## config.mk

```make
export PLATFORM = sky130hd
export DESIGN_NAME = des_perm_pipe
export DESIGN_NICKNAME = d
export VERILOG_FILES = /design/src/rtl/des_perm_pipe.sv
export SDC_FILE = /design/constraint.sdc
export NUM_CORES = 1
export LEC_CHECK = 0
export BUFFER_PORTS_ARGS = -buffer_cell sky130_fd_sc_hd__buf_2
export CORE_ASPECT_RATIO = 0.9
export CORE_MARGIN = 10
export CORE_UTILIZATION = 45
export CTS_CLUSTER_DIAMETER = 120
export CTS_CLUSTER_SIZE = 16
export DETAILED_ROUTE_END_ITERATION = 12
export HOLD_SLACK_MARGIN = 0.1
export PLACE_DENSITY_LB_ADDON = 0.12
export SLEW_MARGIN = 5
export SYNTH_ARGS = -nofsm -noshare
export SYNTH_HDL_FRONTEND = slang
export SYNTH_SLANG_ARGS = --single-unit
```

## constraint.sdc

```tcl
create_clock -name clk -period 3.9 [get_ports clk]
set_input_delay 0.195 -clock clk [delete_from_list [all_inputs] [get_ports clk]]
set_output_delay 0.195 -clock clk [all_outputs]
set_load 0.005 [all_outputs]
```

## src/rtl/des_perm_pipe.sv

```systemverilog
// Pipelined DES permutation unit: E, E^K, P, IP and FP on one valid/ready datapath.
// The permutation is combinational on the stage-1 input, and the later stages only delay it.
module des_perm_pipe #(
  parameter int unsigned STAGES = 2,
  parameter int unsigned CNT_W  = 16
) (
  input  logic             clk,
  input  logic             rst,
  input  logic             in_valid,
  output logic             in_ready,
  input  logic [2:0]       in_mode,
  input  logic [63:0]      in_data,
  input  logic [47:0]      in_key,
  output logic             out_valid,
  input  logic             out_ready,
  output logic [63:0]      out_data,
  output logic             out_err,
  output logic [CNT_W-1:0] xfer_count
);

  if ((STAGES == 0) || (STAGES > 4)) begin : gen_stages_check
    $error("des_perm_pipe: STAGES must be in 1..4");
  end

  localparam int NumStages = int'(STAGES);

  typedef enum logic [2:0] {
    ModeE   = 3'd0,
    ModeEk  = 3'd1,
    ModeP   = 3'd2,
    ModeIp  = 3'd3,
    ModeFp  = 3'd4
  } mode_e;

  // Tables use DES numbering: entry i names the 1-based source bit, and bit 1 is the MSB.
  localparam int IpTab [64] = '{
    58, 50, 42, 34, 26, 18, 10,  2,
    60, 52, 44, 36, 28, 20, 12,  4,
    62, 54, 46, 38, 30, 22, 14,  6,
    64, 56, 48, 40, 32, 24, 16,  8,
    57, 49, 41, 33, 25, 17,  9,  1,
    59, 51, 43, 35, 27, 19, 11,  3,
    61, 53, 45, 37, 29, 21, 13,  5,
    63, 55, 47, 39, 31, 23, 15,  7
  };

  localparam int FpTab [64] = '{
    40,  8, 48, 16, 56, 24, 64, 32,
    39,  7, 47, 15, 55, 23, 63, 31,
    38,  6, 46, 14, 54, 22, 62, 30,
    37,  5, 45, 13, 53, 21, 61, 29,
    36,  4, 44, 12, 52, 20, 60, 28,
    35,  3, 43, 11, 51, 19, 59, 27,
    34,  2, 42, 10, 50, 18, 58, 26,
    33,  1, 41,  9, 49, 17, 57, 25
  };

  localparam int PTab [32] = '{
    16,  7, 20, 21, 29, 12, 28, 17,
     1, 15, 23, 26,  5, 18, 31, 10,
     2,  8, 24, 14, 32, 27,  3,  9,
    19, 13, 30,  6, 22, 11,  4, 25
  };

  logic        advance;
  logic [31:0] r_half;
  logic [47:0] e_res;
  logic [31:0] p_res;
  logic [63:0] ip_res;
  logic [63:0] fp_res;
  logic [63:0] perm_res;
  logic        perm_err;

  logic             stage_valid_q [NumStages];
  logic [63:0]      stage_data_q  [NumStages];
  logic             stage_err_q   [NumStages];
  logic [CNT_W-1:0] xfer_count_q;

  assign r_half = in_data[31:0];

  // Vector bit (W-1-i) holds DES bit i, so every tap below is mirrored.
  for (genvar g = 0; g < 8; g++) begin : gen_e_group
    for (genvar j = 0; j < 6; j++) begin : gen_e_bit
      localparam int Src = (4 * g + 31 + j) % 32;
      assign e_res[47 - (6 * g + j)] = r_half[31 - Src];
    end
  end

  for (genvar i = 0; i < 32; i++) begin : gen_p
    assign p_res[31 - i] = r_half[32 - PTab[i]];
  end

  for (genvar i = 0; i < 64; i++) begin : gen_ip_fp
    assign ip_res[63 - i] = in_data[64 - IpTab[i]];
    assign fp_res[63 - i] = in_data[64 - FpTab[i]];
  end

  always_comb begin
    perm_res = '0;
    perm_err = 1'b0;
    case (in_mode)
      ModeE:   perm_res = {e_res, 16'h0000};
      ModeEk:  perm_res = {e_res ^ in_key, 16'h0000};
      ModeP:   perm_res = {32'h0000_0000, p_res};
      ModeIp:  perm_res = ip_res;
      ModeFp:  perm_res = fp_res;
      default: perm_err = 1'b1;
    endcase
  end

  // Every stage moves together, and empty slots are not collapsed, so out_valid
  // alone decides whether a stall occurs.
  assign out_valid = stage_valid_q[NumStages-1];
  assign advance   = !out_valid || out_ready;
  assign in_ready  = advance;

  always_ff @(posedge clk or posedge rst) begin
    if (rst) begin
      for (int k = 0; k < NumStages; k++) begin
        stage_valid_q[k] <= 1'b0;
        stage_data_q[k]  <= '0;
        stage_err_q[k]   <= 1'b0;
      end
    end else if (advance) begin
      stage_valid_q[0] <= in_valid;
      stage_data_q[0]  <= perm_res;
      stage_err_q[0]   <= perm_err;
      for (int k = 1; k < NumStages; k++) begin
        stage_valid_q[k] <= stage_valid_q[k-1];
        stage_data_q[k]  <= stage_data_q[k-1];
        stage_err_q[k]   <= stage_err_q[k-1];
      end
    end
  end

  always_ff @(posedge clk or posedge rst) begin
    if (rst) begin
      xfer_count_q <= '0;
    end else if (out_valid && out_ready) begin
      xfer_count_q <= xfer_count_q + 1'b1;
    end
  end

  assign out_data   = stage_data_q[NumStages-1];
  assign out_err    = stage_err_q[NumStages-1];
  assign xfer_count = xfer_count_q;

endmodule

```

==> results.json, run 1 <==
{
  "outcome": "finished clean",
  "yosys_warnings": 0,
  "num_vias": 7168,
  "dieHeight_um": 149,
  "grt_max_degree": 114,
  "end_kind": "flip-flop",
  "p_int_uw": 3030,
  "cts_tree": "yes",
  "hp-start": "in_data[62]",
  "dpl.hpwl_um": 20000,
  "drive_above_1_share": 0.241,
  "p_sw_frac": 0.310,
  "synth_edf_count": 0,
  "rsz0062_at_grt": "no",
  "vias_per_cell": 5.50,
  "clock-sinks": 148,
  "holdWs_ns": 0.130,
  "grt_overflow": 0,
  "hold_path_depth": 4,
  "r2r_slack_ns": 1.13,
  "drt_wl_total_um": 27900,
  "hold_viol_final": 0,
  "clkTransAtPathRegs_ns": 0.06,
  "clock.fmax_ghz": 0.361,
  "setup.worst_path.start_class": "input pin",
  "routabilityCongestion": 0.869,
  "portBuffers": 201,
  "async_reset_ff_frac": 1.00,
  "p_leak_uw": 0.00485,
  "seq_area_frac_synth": 0.445,
  "startpoint": "out_ready",
  "coreArea_um2": 18300,
  "drtAntennaViolNets": 0,
  "die_x_um": 163,
  "p_clk_frac": 0.362,
  "nFillCells": 1758,
  "ir_drop_uv": 268,
  "synth_top_area_frac": 0.445,
  "yosysMostFrequentCell": "nand2_1",
  "die_area_um2": 24300,
  "syn_inst": 944,
  "finalSetupTns_ns": 0,
  "finalPower_uw": 4390,
  "period_minus_slack_ns": 2.77,
  "fin_nets": 1166,
  "synth_common_cells": "nand2_1 (262), dfrtp_1 (148), buf_4 (75), o21ai_0 (50), nor2_1 (49)",
  "reg2reg_to": "stage_data_q[97]$_DFFE_PP0P_",
  "firstDrtPassIters": 5,
  "initial_core_util": 0.455,
  "hold_path_class": "in -> reg",
  "register_area_um2": 3700,
  "maxSlewHeadroom": 0.216,
  "p_seq_frac": 0.433,
  "area_growth_pct": 14.2,
  "timing.final.crit_share": 0.711,
  "ys_ff_latch": 148,
  "grt_pass1_vias": 7214,
  "criticalPathCategory": "in -> reg",
  "drt_iter0_markers": 786,
  "finClkSkew_ns": 0.00901,
  "switching_power_uw": 1360,
  "maxCapViolations": 0,
  "clkLatencyLatePin_ns": 0.43,
  "slew_viol_final": 0,
  "utilization": 0.520,
  "rows": 47,
  "reg2regPathDepth": 5,
  "cts_max_level": 4,
  "combPwrFrac": 0.205,
  "cp.required_ns": 4.19,
  "grtUsageTotal": 0.225,
  "netlist_area_um2": 8320,
  "drt-wirelength-per-cell_um": 21.4,
  "antenna_found_initial": 2,
  "tightest_slew_ns": 1.17,
  "synthDistinctLibCells": 54,
  "netlist_top_cells_area": "dfrtp_1 (44%), nand2_1 (12%), buf_4 (6.8%)",
  "synth_area_leader_cell": "dfrtp_1",
  "avgSynthCellArea_um2": 8.82,
  "hold_end": "stage_data_q[78]$_DFFE_PP0P_",
  "ios": 202,
  "p_per_area_nw_per_um2": 461,
  "multi_input_area_um2": 3740,
  "crit_arrival_ns": 3.07,
  "synth_flop_cell": "dfrtp_1",
  "cts_made_buffers": 17,
  "cts_max_path_buffers": 2,
  "drc_errors": 0,
  "r2r_start": "out_valid$_DFFE_PP0P_",
  "grt_pass1_wl_um": 42400,
  "cts_root_buffer": "clkbuf_16",
  "setup_viol": 0,
  "post_cts_buffers": 0,
  "syn_nets": 1064,
  "crit_fanout": 60
}
## how the worst max path moves through the flow
stage                                     to  cells past startpoint  slack [ns]
2_1_floorplan        out_data[0]$_DFFE_PP0P_                      1        1.84
3_3_place_gp   stage_data_q[117]$_DFFE_PP0P_                      5        1.30
3_5_place_dp   stage_data_q[116]$_DFFE_PP0P_                      5        1.24
4_1_cts         stage_data_q[97]$_DFFE_PP0P_                      5        1.19
5_1_grt        stage_data_q[117]$_DFFE_PP0P_                      5        0.99
6_report        stage_data_q[97]$_DFFE_PP0P_                      7        1.13
## critical path: stages
cell,delay (ns)
dlygate4sd3_1,0.54
buf_2,0.16
nor2b_4,0.58
inv_2,0.59
nand2b_1,0.60
o21ai_0,0.18
o21bai_1,0.17
## cells by family after synthesis
| group | share of synthesized area |
|---|---|
| flops | 0.445 |
| simple gates | 0.179 |
| compound gates | 0.181 |
| fa+ha+maj | 0.00150 |
| buf+inv | 0.107 |
| xor+xnor | 0.0495 |
| mux | 0.0377 |
## flip-flops by register name, summed over array words and instances (netlist names)
| register | count |
|---|---|
| out_valid | 1 |
| stage_valid_q | 1 |
| xfer_count | 16 |
| stage_data_q | 64 |
| out_data | 64 |
| out_err | 1 |
| stage_err_q | 1 |
## metal layers
layer | vias up | GRT usage | wire length [µm]
li1 | 3359 | - | -
met1 | 3480 | 0.310 | 12300
met2 | 298 | 0.342 | 12600
met3 | 29 | 0.0602 | 2520
met4 | 2 | 0.0608 | 437
met5 | - | 0 | 7
## cell usage in the layout (no fill, tap or decap), types with 6 or more instances in the layout
master | synthesis | final
a22oi_1 | 30 | 30
dlygate4sd3_1 | 0 | 6
nor2b_1 | 12 | 10
buf_2 | 40 | 201
xor2_1 | 24 | 24
dfrtp_1 | 148 | 148
xnor2_1 | 23 | 23
nand2_1 | 262 | 262
buf_4 | 75 | 10
a22o_1 | 43 | 43
nor3b_1 | 6 | 6
o21ai_0 | 50 | 50
a32o_1 | 6 | 6
a21oi_1 | 30 | 30
nand3_1 | 7 | 7
a221o_1 | 7 | 7
clkbuf_16 | 0 | 17
a2bb2oi_1 | 6 | 6
nor2_1 | 49 | 49
inv_1 | 7 | 6
a32oi_1 | 6 | 6
mux2i_1 | 28 | 28
## power groups by stage
stage | Sequential (µW) | Clock [µW] | Combinational (µW)
floorplan | 1890 | 0 | 661
global placement | 1920 | 0 | 892
detailed placement | 1920 | 0 | 900
CTS | 1900 | 1610 | 908
global route | 1930 | 1680 | 1000
finish | 1900 | 1590 | 898
## through the flow
stage | cell area [µm²] | setup WS (ns) | instances
final | 9510 | 1.13 | 1304
after global routing | 9510 | 0.986 | 1304
after CTS | 9510 | 1.19 | 1303
after detailed placement | 8890 | 1.24 | 1266
after global placement | 8890 | 1.30 | 1266
after floorplan | 8330 | 1.84 | 944
## layout make-up
cell class | instances | area share
clock buffer | 20 | 0.0480
tap | 245 | 0.0322
sequential | 148 | 0.390
multi-input combinational | 652 | 0.393
inverter | 9 | 0.00395
antenna | 1 | 0.000263
clock inverter | 11 | 0.0108
timing repair buffer | 218 | 0.122
## repair_timing
action / 4_1_cts / 5_1_grt
endpoints found under the hold margin: 40 / 0
resized for setup: 0 / 0
hold buffers: 6 / 0
Power figures use the tool's default switching activity.
==> run 2: changes to the inputs <==
- ABC_AREA: not set -> 1
- clock period: 3.9 -> 2.6 ns (I/O delays scaled with it)
==> run 2 against run 1 <==
  * Global-route usage decreased by 0.36 points
  * Sequential share of layout area is 3.0 points lower
  * Setup slack worse by 0.81 ns
  * Critical endpoint is now in_ready
  * Critical path type is now reg -> out
  * Highest routed layer unchanged
  * First-iteration DRC count is 20% lower
  * Final area is 8.4% higher
==> results.json, run 2 <==
{
  "outcome": "finished clean",
  "drc_errors": 0,
  "cts_tree": "yes",
  "cts_made_buffers": 17,
  "synth_compound_area_frac": 0.0445,
  "antenna_found_initial": 6,
  "ys_ff_latch": 148,
  "yosys.area_share.xor_xnor": 0.0405,
  "drtAntennaViolNets": 0,
  "syn_inst": 1251,
  "hold_viol_final": 0,
  "cts_root_buffer": "clkbuf_16",
  "ir_drop_uv": 429,
  "maxCapViolations": 0,
  "rows": 48,
  "finalSetupTns_ns": 0,
  "dieHeight_um": 153,
  "clkLatencyLatePin_ns": 0.43,
  "hold_path_class": "in -> reg",
  "die_area_um2": 25700,
  "final_cell_area_um2": 10300,
  "die_x_um": 168,
  "synth_top_family_by_area": "simple AND/OR/NAND/NOR gates",
  "ctsResizeCount": 0,
  "synth_common_cells": "nand2_1 (614), dfrtp_1 (148), inv_1 (92), buf_4 (72), nand3_1 (54)",
  "initial_core_util": 0.460,
  "drt_iter0_markers": 632,
  "dpl.hpwl_um": 21300,
  "area_growth_pct": 16.2,
  "clock.fmax_ghz": 0.438,
  "post_cts_buffers": 0,
  "synth_top_area_frac": 0.417,
  "drt_wl_total_um": 28800,
  "clock-sinks": 148,
  "netlist_top_cells_area": "dfrtp_1 (42%), nand2_1 (26%), buf_4 (6.1%)",
  "timing.final.crit_share": 0.878,
  "crit_fanout": 39,
  "grtUsageTotal": 0.221,
  "p_per_area_nw_per_um2": 657,
  "tightest_slew_ns": 0.636,
  "grt_overflow": 0,
  "yosys_warnings": 0,
  "ios": 202,
  "clkTransAtPathRegs_ns": 0.06,
  "drt-wirelength-per-cell_um": 17.5,
  "netlist_area_um2": 8880,
  "grt_pass1_vias": 8064,
  "rsz0062_at_grt": "no",
  "final_common_cell": "nand2_1",
  "portBuffers": 201,
  "grt_pass1_wl_um": 45600,
  "cts_max_level": 4,
  "period_minus_slack_ns": 2.28,
  "setup.worst_path.start_class": "flip-flop",
  "vias_per_cell": 5.01,
  "p_leak_uw": 0.00603,
  "ctsHoldBuffers": 22,
  "holdWs_ns": 0.107,
  "mostFrequentLayoutCells": "nand2_1 (614), buf_2 (201), dfrtp_1 (148), inv_1 (91), nand3_1 (54)",
  "syn_nets": 1371,
  "cts_max_path_buffers": 2,
  "seq_area_frac_synth": 0.417,
  "cp.required_ns": 2.47,
  "end_kind": "output port",
  "async_reset_ff_frac": 1.00,
  "avgSynthCellArea_um2": 7.10,
  "synth_flop_cell": "dfrtp_1",
  "placed_cell_area_um2": 9480,
  "criticalPathCategory": "reg -> out",
  "routabilityCongestion": 0.963,
  "num_vias": 8249,
  "setup_viol": 0,
  "finClkSkew_ns": 0.00798,
  "firstDrtPassIters": 5,
  "muxShareOfSynthArea": 0,
  "slew_viol_final": 0,
  "synthAdderAreaFrac": 0.00141,
  "yosys.area_share.simple": 0.355,
  "synthDistinctLibCells": 32,
  "coreArea_um2": 19300,
  "synth_edf_count": 0,
  "maxSlewHeadroom": 0.575,
  "fin_nets": 1500,
  "grt_max_degree": 135,
  "drive_above_1_share": 0.202,
  "yosysMostFrequentCell": "nand2_1",
  "crit_arrival_ns": 2.15,
  "synth_area_leader_cell": "dfrtp_1"
}
run 2: cell types whose count changed after synthesis, sizes merged, moves of 12 or more:
cell    previous run  this run
nor2              50        68
nand2            262       618
nor2b             12         0
inv                9        99
xnor2             23         5
mux2i             28         0
a22oi             30         0
a22o              43         0
o21ai             55        19
o211ai             4        16
xor2              24        36
nand3              7        56
nand4              3        25
run 2: final timing paths:
check,startpoint,end,slack [ns],cells past startpoint
setup / recovery,out_valid$_DFFE_PP0P_,in_ready,0.32,5
hold reg to reg,stage_valid_q[1]$_DFFE_PP0P_,out_valid$_DFFE_PP0P_,0.45,2
hold / removal,in_data[1],stage_data_q[71]$_DFFE_PP0P_,0.11,5
setup reg to reg,out_valid$_DFFE_PP0P_,stage_valid_q[1]$_DFFE_PP0P_,0.77,6
min in group asynchronous,rst,out_data[8]$_DFFE_PP0P_,0.32,3
max in group asynchronous,rst,out_data[36]$_DFFE_PP0P_,1.46,4
run 2: cell type report:
cell class                      instances  area, µm²
Sequential cell                       148       3700
Tap cell                              250        313
Timing Repair Buffer                  238       1380
Fill cell                            1950       8970
Clock inverter                         14        169
Antenna cell                            3       7.51
Clock buffer                           18        439
Inverter                               99        384
Multi-Input combinational cell        876       3920
run 2: logic make-up after synthesis:
kind of cell               Yosys count
DFF                                148
xor gates and xnor gates            41
AOI/OAI and AO/OA                   65
adders and majority gates            1
buffers and inverters              227
and+or+nand+nor                    769
run 2: power breakdown:
| group | switching, µW | internal (µW) |
|---|---|---|
| combinational | 842 | 516 |
| clock | 1100 | 1470 |
| sequential | 218 | 2640 |
| total | 2160 | 4620 |
run 2: metal layers:
layer  track usage  vias to the layer above  routed length, µm
met1         0.305                     3840              13100
li1              -                     4037                  -
met4        0.0771                        6                742
met3        0.0561                       53               2250
met2         0.330                      313              12600
met5             0                        -                 34
run 2: worst max-delay path, stage by stage (launching register included):
cell,delay [ns]
dfrtp_1,0.44
inv_2,0.07
nor2_4,0.12
clkinv_2,0.43
buf_4,0.45
buf_2,0.19
run 2: through the flow:
step	total power, µW	worst slack (ns)	cells	utilization
after global placement	4220	0.816	1589	0.491
after detailed placement	4230	0.801	1589	0.491
after global routing	7150	0.225	1644	0.535
final	6780	0.317	1646	0.535
after floorplan	3830	0.609	1251	-
after CTS	6840	0.335	1643	0.534
==> run 3: changes to the inputs <==
--- a/config.mk
+++ b/config.mk
@@ -9,5 +9,6 @@
 export BUFFER_PORTS_ARGS = -buffer_cell sky130_fd_sc_hd__buf_2
+export CAP_MARGIN = 20
 export CORE_ASPECT_RATIO = 0.9
 export CORE_MARGIN = 10
-export CORE_UTILIZATION = 45
+export CORE_UTILIZATION = 30
 export CTS_CLUSTER_DIAMETER = 120
==> constraint.sdc (replaced) <==
create_clock -name clk -period 2.6 [get_ports clk]
set_input_delay 0.52 -clock clk [delete_from_list [all_inputs] [get_ports clk]]
set_output_delay 0.52 -clock clk [all_outputs]
set_load 0.005 [all_outputs]
==> run 3 against run 2 <==
  * Clock power about the same
  * Final cell count rose by 7.5%
  * Worst hold slack gained 0.22 ns
  * Wire length is 14% higher
  * Power up 0.58%
  * Maximum frequency increased by 18%
  * Highest routed layer unchanged
  * Final area fell by 0.15%
  * Largest power group unchanged
==> results.json, run 3 (synthesis gave the netlist of run 2 again) <==
{
  "grt_pass1_vias": 8146,
  "nFillCells": 3192,
  "clkLatencyLatePin_ns": 0.43,
  "clkTransAtPathRegs_ns": 0.06,
  "grt_pass1_wl_um": 50300,
  "crit_fanout": 27,
  "slowest_delay_ns": 0.40,
  "drc_errors": 0,
  "die_area_um2": 36900,
  "coreArea_um2": 29000,
  "crit_arrival_ns": 2.30,
  "outcome": "finished clean",
  "portBuffers": 201,
  "cts_made_buffers": 17,
  "ios": 202,
  "startpoint": "in_mode[2]",
  "antenna_found_initial": 5,
  "holdWs_ns": 0.329,
  "grtUsageTotal": 0.176,
  "r2r_slack_ns": 1.13,
  "drt_iter0_markers": 622,
  "maxSlewHeadroom": 0.355,
  "crit_cells": 8,
  "initial_core_util": 0.306,
  "grt_max_degree": 99,
  "clock.fmax_ghz": 0.515,
  "p_per_area_nw_per_um2": 662,
  "critPathCapture": "stage_data_q[66]$_DFFE_PP0P_",
  "hold_viol_final": 0,
  "r2r_start": "out_valid$_DFFE_PP0P_",
  "maxCapViolations": 0,
  "p_leak_uw": 0.00594,
  "tightest_slew_ns": 0.965,
  "hp-start": "in_valid",
  "setup.worst_path.start_class": "input pin",
  "drt-wirelength-per-cell_um": 18.5,
  "cp.required_ns": 2.96,
  "final_common_cell": "nand2_1",
  "hold_path_class": "in -> reg",
  "register_area_um2": 3700,
  "grt_overflow": 0,
  "slew_viol_final": 0,
  "cts_max_path_buffers": 2,
  "fin_nets": 1478,
  "num_vias": 8020,
  "area_growth_pct": 16.0,
  "end_kind": "flip-flop",
  "dieHeight_um": 183,
  "hold_path_depth": 3,
  "cpLargestDelayFamily": "buffers and inverters",
  "cts_max_level": 4,
  "setup_viol": 0,
  "ir_drop_uv": 465,
  "reg2regPathDepth": 5,
  "finalSetupTns_ns": 0,
  "drtAntennaViolNets": 0,
  "reg2reg_to": "stage_data_q[93]$_DFFE_PP0P_",
  "die_x_um": 201,
  "ctsResizeCount": 0,
  "period_minus_slack_ns": 1.94,
  "rsz0062_at_grt": "no",
  "timing.final.crit_share": 0.746,
  "firstDrtPassIters": 5,
  "cts_root_buffer": "clkbuf_16",
  "mostFrequentLayoutCells": "nand2_1 (614), buf_2 (201), dfrtp_1 (148), inv_1 (91), nand3_1 (54)",
  "critPathSlowestCell": "nand3_2",
  "multi_input_area_um2": 3920,
  "cp_cell_sequence": "buf_2, inv_6, nand3_2, inv_2, nand2_1, nand3_1, nand2_1, nand2_1",
  "criticalPathCategory": "in -> reg",
  "routabilityCongestion": 0.884,
  "post_cts_buffers": 0,
  "vias_per_cell": 4.53,
  "crit_path_frequent_cell": "nand2_1",
  "finClkSkew_ns": 0.0125,
  "drive_above_1_share": 0.204,
  "path_buf_inv": 3,
  "dpl.hpwl_um": 24400,
  "rows": 59,
  "clock-sinks": 148,
  "drt_wl_total_um": 32800,
  "cts_tree": "yes"
}
run 3: metrics by stage:
| step | area, µm² | utilization | power [µW] | setup slack (ns) | instances |
|---|---|---|---|---|---|
| after detailed placement | 9680 | 0.334 | 4310 | 0.271 | 1734 |
| after global routing | 10300 | 0.355 | 7230 | 0.601 | 1768 |
| after global placement | 9680 | 0.334 | 4300 | 0.277 | 1734 |
| after floorplan | 8880 | - | 3830 | 0.219 | 1251 |
| final | 10300 | 0.355 | 6820 | 0.660 | 1770 |
| after CTS | 10300 | 0.355 | 6930 | 0.726 | 1767 |
run 3: worst reg2reg max path, cell delays in order, from the launching register on:
cell and delay [ns]:
dfrtp_1 0.42, inv_2 0.06, nor2_4 0.15, buf_12 0.38, o21bai_1 0.25, nand2_1 0.07
run 3: routing by layer:
metal  routed length (µm)  vias up  GRT usage
met5                   24        -          0
met4                  437        4     0.0463
met3                 1540       21     0.0379
met2                15000      192      0.276
met1                15800     3815      0.241
li1                     -     3988          -
run 3: what timing repair did:
action	CTS	global route
setup endpoints to repair	0	0
hold endpoints to repair	11	0
hold buffers	1	0
run 3: where the power goes:
part	internal (µW)	switching, µW	leakage, µW
clock	1480	1100	0.000292
combinational	498	881	0.00372
sequential	2640	218	0.00192
run 3: worst min-delay path by stage:
stage	endpoint	slack (ns)
3_3_place_gp	out_valid$_DFFE_PP0P_	0.43
2_1_floorplan	out_valid$_DFFE_PP0P_	0.42
3_5_place_dp	out_valid$_DFFE_PP0P_	0.43
6_report	stage_valid_q[1]$_DFFE_PP0P_	0.33
5_1_grt	stage_valid_q[1]$_DFFE_PP0P_	0.35
4_1_cts	stage_valid_q[1]$_DFFE_PP0P_	0.31
run 3: cell type report:
cell class / count / share of cell area
Inverter: 99 / 0.0374
Timing Repair Buffer: 216 / 0.115
Clock inverter: 13 / 0.0145
Clock buffer: 19 / 0.0440
Antenna cell: 3 / 0.000729
Tap cell: 396 / 0.0481
Multi-Input combinational cell: 876 / 0.381
Sequential cell: 148 / 0.360
